--- config.mk ---
export PLATFORM = sky130hd
export DESIGN_NAME = tdc_result_capture
export DESIGN_NICKNAME = d
export VERILOG_FILES = /design/src/rtl/tdc_pkg.sv /design/src/rtl/tdc_result_fifo.sv /design/src/rtl/tdc_result_capture.sv
export SDC_FILE = /design/constraint.sdc
export NUM_CORES = 1
export LEC_CHECK = 0
export ABC_CLOCK_PERIOD_IN_PS = 4300
export CAP_MARGIN = 5
export CELL_PAD_IN_SITES_DETAIL_PLACEMENT = 2
export CELL_PAD_IN_SITES_GLOBAL_PLACEMENT = 2
export CORE_MARGIN = 8
export CORE_UTILIZATION = 45
export CTS_CLUSTER_DIAMETER = 200
export DETAILED_ROUTE_END_ITERATION = 8
export GPL_TIMING_DRIVEN = 0
export PLACE_DENSITY_LB_ADDON = 0.1
export RECOVER_POWER = 50
export SYNTH_ARGS = -nofsm -noshare
export SYNTH_HDL_FRONTEND = slang
export SYNTH_SLANG_ARGS = --single-unit
--- constraint.sdc ---
create_clock -name clk -period 4.3 [get_ports clk]
set_input_delay 0.86 -clock clk [delete_from_list [all_inputs] [get_ports clk]]
set_output_delay 0.86 -clock clk [all_outputs]
set_load 0.01 [all_outputs]
--- src/rtl/tdc_pkg.sv ---
`default_nettype none
// ============================================================================
// Module      : tdc_pkg
// Description : Shared widths and the packed result-entry type for the TDC
//               result capture block. The timestamp field exists only when
//               TDC_CAPTURE_TIMESTAMP_EN is defined.
// Revision    : 1.0 - initial release
// ============================================================================
package tdc_pkg;

  localparam int COARSE_W = 32;
  localparam int FINE_W   = 9;
  localparam int TS_W     = 16;

  // One stored measurement; field order is fixed so entries pack identically
  // on both sides of the FIFO.
  typedef struct packed {
    logic [COARSE_W-1:0] coarse;
    logic [FINE_W-1:0]   fine;
`ifdef TDC_CAPTURE_TIMESTAMP_EN
    logic [TS_W-1:0]     timestamp;
`endif
  } tdc_entry_t;

endpackage : tdc_pkg
`default_nettype wire

--- src/rtl/tdc_result_fifo.sv ---
`default_nettype none
// ============================================================================
// Module      : tdc_result_fifo
// Description : Show-ahead result storage with wrap-around pointers and an
//               occupancy count. A write while full is accepted only when a
//               read retires the head on the same edge. The head entry reads
//               as all-zero whenever the FIFO is empty.
// Revision    : 1.0 - initial release
// ============================================================================
module tdc_result_fifo
  import tdc_pkg::*;
#(
  parameter int DEPTH = 4,
  parameter int CNT_W = $clog2(DEPTH) + 1
) (
  input  logic             clk,
  input  logic             rst,
  input  logic             wr_en,
  input  tdc_entry_t       wr_data,
  input  logic             rd_en,
  output tdc_entry_t       rd_data,
  output logic             valid,
  output logic             full,
  output logic [CNT_W-1:0] count
);

  localparam int               PTR_W     = $clog2(DEPTH);
  localparam logic [CNT_W-1:0] DEPTH_CNT = CNT_W'(DEPTH);
  localparam logic [PTR_W-1:0] PTR_ONE   = PTR_W'(1);
  localparam logic [CNT_W-1:0] CNT_ONE   = CNT_W'(1);

  tdc_entry_t       mem [DEPTH];
  logic [PTR_W-1:0] wr_ptr;
  logic [PTR_W-1:0] rd_ptr;
  logic [CNT_W-1:0] count_r;
  logic [CNT_W-1:0] count_nxt;
  logic             valid_r;
  logic             rd_do;
  logic             wr_do;

  // A read only retires an entry that exists; a write needs a free slot or a
  // slot being freed by a read on the same edge.
  assign rd_do = rd_en & valid_r;
  assign wr_do = wr_en & ((count_r != DEPTH_CNT) | rd_do);

  // Next occupancy: simultaneous read and write cancel out.
  always_comb begin
    count_nxt = count_r;
    unique case ({wr_do, rd_do})
      2'b10:   count_nxt = count_r + CNT_ONE;
      2'b01:   count_nxt = count_r - CNT_ONE;
      default: count_nxt = count_r;
    endcase
  end

  // Pointer, count and valid registers; pointers wrap naturally at DEPTH.
  always_ff @(posedge clk) begin
    if (rst) begin
      wr_ptr  <= '0;
      rd_ptr  <= '0;
      count_r <= '0;
      valid_r <= 1'b0;
    end else begin
      if (wr_do) wr_ptr <= wr_ptr + PTR_ONE;
      if (rd_do) rd_ptr <= rd_ptr + PTR_ONE;
      count_r <= count_nxt;
      valid_r <= (count_nxt != '0);
    end
  end

  // Storage array; contents are never reset and are masked while empty.
  always_ff @(posedge clk) begin
    if (wr_do) mem[wr_ptr] <= wr_data;
  end

  assign rd_data = valid_r ? mem[rd_ptr] : '0;
  assign valid   = valid_r;
  assign full    = (count_r == DEPTH_CNT);
  assign count   = count_r;

endmodule : tdc_result_fifo
`default_nettype wire

--- src/rtl/tdc_result_capture.sv ---
`default_nettype none
// ============================================================================
// Module      : tdc_result_capture
// Description : Captures TDC coarse/fine results on each falling edge of the
//               measurement busy flag into a small show-ahead FIFO read by
//               the SPI register side. Dropped results raise a sticky
//               overflow flag. Defining TDC_CAPTURE_TIMESTAMP_EN adds a
//               16-bit free-running timestamp stored with every entry and
//               the rd_timestamp output port.
// Revision    : 1.0 - initial release
// ============================================================================
module tdc_result_capture
  import tdc_pkg::*;
#(
  parameter int DEPTH = 4,
  parameter int CNT_W = $clog2(DEPTH) + 1
) (
  input  logic                clk,
  input  logic                rst,
  input  logic                busy,
  input  logic [COARSE_W-1:0] coarse_result,
  input  logic [FINE_W-1:0]   fine_result,
  input  logic                pop,
  input  logic                clr_ovf,
  output logic [COARSE_W-1:0] rd_coarse,
  output logic [FINE_W-1:0]   rd_fine,
  output logic                valid,
  output logic [CNT_W-1:0]    count,
  output logic                overflow
`ifdef TDC_CAPTURE_TIMESTAMP_EN
  ,
  output logic [TS_W-1:0]     rd_timestamp
`endif
);

  // Reject unsupported depths at elaboration.
  if ((DEPTH < 2) || (DEPTH > 16) || ((DEPTH & (DEPTH - 1)) != 0)) begin : g_bad_depth
    $error("tdc_result_capture: DEPTH must be a power of 2 in 2..16");
  end

  logic       busy_q;
  logic       capture;
  logic       drop;
  logic       fifo_full;
  logic       overflow_r;
  tdc_entry_t wr_entry;
  tdc_entry_t rd_entry;

  // Delayed busy for falling-edge detection; reset clears it so a fall right
  // after reset release is not mistaken for the end of a measurement.
  always_ff @(posedge clk) begin
    if (rst) busy_q <= 1'b0;
    else     busy_q <= busy;
  end

  assign capture = busy_q & ~busy;

  // A capture is lost only when storage is full and no pop frees a slot.
  assign drop = capture & fifo_full & ~pop;

  // Sticky overflow; a new drop outranks a clear in the same cycle.
  always_ff @(posedge clk) begin
    if (rst)          overflow_r <= 1'b0;
    else if (drop)    overflow_r <= 1'b1;
    else if (clr_ovf) overflow_r <= 1'b0;
  end

`ifdef TDC_CAPTURE_TIMESTAMP_EN
  logic [TS_W-1:0] ts_cnt;

  // Free-running timestamp; wraps from all-ones to zero.
  always_ff @(posedge clk) begin
    if (rst) ts_cnt <= '0;
    else     ts_cnt <= ts_cnt + TS_W'(1);
  end
`endif

  // Assemble the entry written on a capture edge.
  always_comb begin
    wr_entry        = '0;
    wr_entry.coarse = coarse_result;
    wr_entry.fine   = fine_result;
`ifdef TDC_CAPTURE_TIMESTAMP_EN
    wr_entry.timestamp = ts_cnt;
`endif
  end

  tdc_result_fifo #(
    .DEPTH (DEPTH),
    .CNT_W (CNT_W)
  ) u_fifo (
    .clk     (clk),
    .rst     (rst),
    .wr_en   (capture),
    .wr_data (wr_entry),
    .rd_en   (pop),
    .rd_data (rd_entry),
    .valid   (valid),
    .full    (fifo_full),
    .count   (count)
  );

  assign rd_coarse = rd_entry.coarse;
  assign rd_fine   = rd_entry.fine;
  assign overflow  = overflow_r;
`ifdef TDC_CAPTURE_TIMESTAMP_EN
  assign rd_timestamp = rd_entry.timestamp;
`endif

endmodule : tdc_result_capture
`default_nettype wire

==> Word level (Yosys, flattened, before mapping) <==
Memories as Yosys holds them, arrays and structs flattened. A register that Yosys moved wholly into a read port is not among the register bits.
Cells that the tools add are included.
W data, S select, Z words.
{ "word_totals": {"register_bits": 10, "ram_bits": 164, "n_memories": 1, "out_inout_bits": 46, "in_bits": 46, "elab_cells": 33} }
{ "mem_list": {"columns": ["name", "depth", "word_bits", "rd", "rd_clocked_by_memory_dff", "wr", "line", "rtl"], "rows": [
  ["u_fifo.mem", 4, 41, 1, 1, 1, "tdc_result_fifo.sv:32", "tdc_entry_t mem [DEPTH];"]
]} }
{ "classes": {"mux": 8, "reduce_logical": 2, "n_eq_ne": 4, "addsub": 4, "bitwise_logic": 8} }
{ "ops": {"columns": ["op", "n"], "rows": [
  ["$mux W41", 1],
  ["$pmux W3 S2", 1],
  ["$and A1 B1 Y1", 5],
  ["$add A2 B1 Y2 const B", 2],
  ["$mux W1", 4],
  ["$mux W2", 2],
  ["$add A3 B1 Y3 const B", 1],
  ["$eq A3 B3 Y1 const B", 1],
  ["$ne A3 B3 Y1 const B", 1],
  ["$reduce_bool A3 Y1", 1],
  ["$sub A3 B1 Y3 const B", 1],
  ["$eq A2 B1 Y1 const B", 1],
  ["$eq A2 B2 Y1 const B", 1],
  ["$not A1 Y1", 2],
  ["$reduce_bool A2 Y1", 1],
  ["$or A1 B1 Y1", 1]
]} }

==> Longest topological paths before layout <==
{ "logic_depth": {"ltp_word": 6, "ltp_mapped": 8, "depth_no_buf": 8} }

==> By module <==
A second synthesis with hierarchy kept.
{ "unflattened": {"cells_unflattened": 327, "area_unflattened_um2": 6846.6} }
{ "by_module_without_submodules": {"columns": ["module", "n_inst", "area_per_inst_um2", "cells_each", "seq_area_each_um2"], "rows": [
  ["tdc_result_fifo", 1, 6751.5, 320, 5124.9],
  ["tdc_result_capture", 1, 95.1, 7, 40.0]
]} }

==> Worst setup path before layout <==
OpenSTA, ideal clock, no wires.
{ "synth_path": {"path_kind": "input to register", "from": "input port pop", "to": "memory u_fifo.mem[0][0] (netlist name), enable pin", "arrival_ps": 2385, "n_path_buf": 0, "setup_slack_ps": 1513, "stages": 3, "setup_ps": 402, "required_ps": 3898, "cell_sequence": "nand2_1 -> a311oi_4 -> and2_1"} }
{ "synth_via": {"elab_chain_cells": 5} }
{ "synth_lines": {"columns": ["item", "line", "rtl"], "rows": [
  ["start: declaration", "tdc_result_capture.sv:23", "input logic pop,"],
  ["$and A1 B1 Y1", "tdc_result_fifo.sv:43", "assign rd_do = rd_en & valid_r;"],
  ["$or A1 B1 Y1", "tdc_result_fifo.sv:44", "assign wr_do = wr_en & ((count_r != DEPTH_CNT) | rd_do);"],
  ["$and A1 B1 Y1", "tdc_result_fifo.sv:44", null],
  ["$mux W1", "tdc_result_fifo.sv:73", "if (wr_do) mem[wr_ptr] <= wr_data;"],
  ["$mux W1 (not written as such)", "tdc_result_fifo.sv:73", null],
  ["end: declaration", "tdc_result_fifo.sv:32", null]
]} }
Every way passes these cells.

==> Worst setup path after layout <==
{ "layout_path": {"from": "input port pop", "to": "memory u_fifo.mem[2][14] (netlist name), enable pin"} }
The elaborated chain is that of the path after synthesis.

==> summary.md <==
| Metric | Value |
|---|---|
| Core area | `approximately 15,000 um2` |
| Crit Path Class | `input pin to flip-flop` |
| Initial Util | `a little under half` |
| Fin. max-slew vios | `0` |
| Worst hold endpoint | `overflow$_SDFFE_PP0P_` |
| Synthesized instance count | `319` |
| Worst setup path startpoint | `pop` |
| Setup bufs post-CTS | `0` |
| Clock Tree Buf Depth | `2` |
| GPL Wtd Cong | `between 0.7 and 0.8` |
| Setup crit end kind | `flip-flop` |
| Layout cells sized above 1 | `a little under a fifth` |
| # port buffers | `91` |
| Drt initial violations | `~160` |
| Arrival time at the worst endpoint | `roughly 3.5 ns` |
| Chip height | `~140 um` |
| CTS root buffer | `clkbuf_16` |
| Max Cap Violations | `0` |
| Fin nets | `485` |
| DRC Markers | `0` |
| DRT Pass-1 Iters | `4` |
| Largest net degree at the start of global routing | `27` |
| Worst Tran Pin Value | `1.39 ns` |
| # fillers | `approximately 1,200` |
| GRT Residual Overflow | `0` |
| Reg2reg start | `u_fifo.valid$_SDFF_PP0_` |
| Synthesized Nets | `371` |
| Worst skew pair latency | `roughly 0.43 ns` |
| CP required | `around 4.4 ns` |
| Final Non-Filler Cells | `approximately 630` |
| Setup TNS | `0 ns` |
| Most common cell after layout, fill and taps aside | `edfxtp_1` |
| Average wire per cell in the routed design | `approximately 25 um` |
| Skew final | `0.0104 ns` |
| Hold buffers post-CTS | `0` |
| Final period utilization | `approximately four fifths` |
| CTS tree | `yes` |
| Register area share after synthesis | `between 70 and 80%` |
| Initial antenna violation count | `0` |
| Detail Route Antenna Nets | `0` |
| Worst-path cell chain | `dlygate4sd3_1 > nand2_1 > a311oi_4 > and2_0 > buf_12` |
| CTS Buf Count | `17` |
| Yosys cell types | `29` |
| CP max FO | `26` |
| Critical path's slowest cell | `and2_0` |
| #FFs+latches synth | `176` |
| Setup-failing EPs final | `0` |
| Total track usage | `approximately 18%` |
| HP Class | `flip-flop to flip-flop` |
| IO Count | `roughly 90` |
| Final Routed Wirelength | `roughly 16,000 um` |
| Clk sink count | `about 180` |
| First-pass GRT wire length | `between 20,000 and 25,000 um` |
| Worst Reg2Reg Path Length in Cells | `4` |
| Syn_area_per_cell | `about 21 um2` |
| Multi-input logic area | `roughly 1500 um2` |
| Routed vias | `between 3,000 and 4,000` |
| Hold Startpoint | `overflow$_SDFFE_PP0P_` |
| Rows | `45` |
| RSZ-0062 raised after global routing | `no` |
| Die width | `roughly 140 um` |
| Synth-to-Final Area Change | `26.4%` |
| Routed vias/inst | `roughly 5.3` |
| Rel. slew slack | `roughly 7.1%` |
| Ys Warns | `0` |
| Power per cell area | `498 nW/um2` |
| Maximum VDD drop | `around 0.30 mV` |
| Worst path max stage delay | `roughly 1.1 ns` |
| CTS HTree Levels | `4` |
| Clk slew on worst S/H paths | `0.06 ns` |
| Cell area after synthesis | `slightly below 7000 um2` |
| DP Wirelength | `between 9000 and 10,000 um` |
| Diode count | `0` |
| Pleak | `2.79 nW` |
| Crit start category | `input pin` |
| Period minus WS final | `~3.4 ns` |
| Final hold vios | `0` |
| Worst R2R End | `u_fifo.mem[2][14]$_DFFE_PP_` |
| Hold Path Cell Cnt | `2` |
| Worst Path Buf+Inv | `2` |
| Dpl cells | `about 600` |
| Reg area | `between 5000 and 6000 um2` |
| Reg2reg setup slack | `between 1 and 1.5 ns` |
| Number of global-route vias before repair | `about 4,000` |
| Max Freq | `0.293 GHz` |
| Crit path max-delay family | `simple AND/OR/NAND/NOR gates` |
| Outcome | `complete, no violations` |
| Commonest cells after routing, fill and taps aside | `edfxtp_1 (164), dlygate4sd3_1 (48), clkdlybuf4s50_1 (43)` |
| Die area | `slightly below 20,000 um2` |
| Post-CTS resize count | `0` |
## cell usage after synthesis
library cell / instances / share of area (%)
mux4_1: 1 / 0.39
xnor2_1: 2 / 0.26
buf_6: 1 / 0.17
a311oi_4: 1 / 0.39
nand3_1: 1 / 0.073
mux4_2: 40 / 13
nor2b_1: 1 / 0.092
inv_1: 6 / 0.33
mux2_4: 1 / 0.22
buf_1: 1 / 0.055
xor2_1: 2 / 0.26
and2_1: 45 / 4.1
nand2_1: 1 / 0.055
nor2_1: 10 / 0.55
o211ai_1: 1 / 0.11
mux2i_1: 2 / 0.29
edfxtp_1: 164 / 72
buf_12: 4 / 1.2
a32oi_1: 1 / 0.13
ha_1: 5 / 0.92
fa_1: 1 / 0.29
o21ai_0: 1 / 0.073
nand2b_1: 3 / 0.28
buf_2: 4 / 0.29
clkbuf_1: 5 / 0.28
a21o_1: 1 / 0.11
nor3b_1: 1 / 0.11
or4_1: 1 / 0.11
dfxtp_1: 12 / 3.5
## metal layers
layer	part of all wire [%]	vias to the layer above	global-route usage [%]
li1	-	1495	-
met1	43	1778	21.2
met2	52	91	30.1
met3	4.2	14	5.40
met4	0.91	0	5.26
met5	0	-	0
## how the worst max path moves through the flow
stage                                       end  cells past startpoint
floorplan            u_fifo.mem[0][0]$_DFFE_PP_                      3
global placement    u_fifo.mem[0][37]$_DFFE_PP_                      4
detailed placement      u_fifo.valid$_SDFF_PP0_                      9
CTS                               rd_coarse[22]                      5
global route        u_fifo.mem[3][17]$_DFFE_PP_                      5
finish              u_fifo.mem[2][14]$_DFFE_PP_                      5
## power by group
| group | internal [mW] | switching [mW] |
|---|---|---|
| combinational | 0.453 | 0.369 |
| sequential | 1.91 | 0.0332 |
| clock | 0.900 | 0.631 |
| total | 3.26 | 1.03 |
## flip-flops by register name, indices dropped and copies added (netlist names), named ones only
signal         count
u_fifo.mem       164
u_fifo.count       3
u_fifo.rd_ptr      2
u_fifo.wr_ptr      2
busy_q             1
overflow           1
u_fifo.valid       1
## through the flow
| step | total power [mW] | instance area (um2) | util, % | worst slack, ns | hold WS, ns |
|---|---|---|---|---|---|
| finish | 4.29 | 8630 | 57.4 | 0.892 | 0.488 |
| global route | 4.46 | 8630 | 57.4 | 0.715 | 0.535 |
| CTS | 4.37 | 8630 | 57.4 | 0.973 | 0.513 |
| detailed placement | 2.82 | 8060 | 53.6 | 0.778 | 0.495 |
| global placement | 2.79 | 7970 | 53.0 | -0.0155 | 0.479 |
| floorplan | 2.40 | 6820 | - | 1.51 | 0.481 |
## kinds of logic (layout without fill, tap and decap cells)
family | Yosys count | in the layout | share of synthesized area, %
AO/OA/AOI/OAI | 5 | 5 | 0.807
XOR/XNOR | 4 | 4 | 0.513
adder cells (fa/ha/maj) | 6 | 6 | 1.21
buffers and inverters | 21 | 148 | 2.29
flip-flops | 176 | 176 | 75.7
multiplexers | 44 | 44 | 14.1
AND/OR/NAND/NOR | 63 | 63 | 5.39
## final cells by class
class                   count  share of cell area, %
well taps                 188                   2.73
plain buffers              15                   1.55
inverters                   6                  0.261
clock inverters            14                   1.71
flip-flops and latches    176                   59.9
multi-input cells         122                   17.4
repair buffers             95                   11.5
clock buffers              18                   4.98
## worst min-delay path, cell delays in order, from the launching register on
cell     delay (ns)
dfxtp_1        0.32
a32oi_1        0.05
nor2_1         0.08
Note: power is estimated with default switching activity, not from simulation.
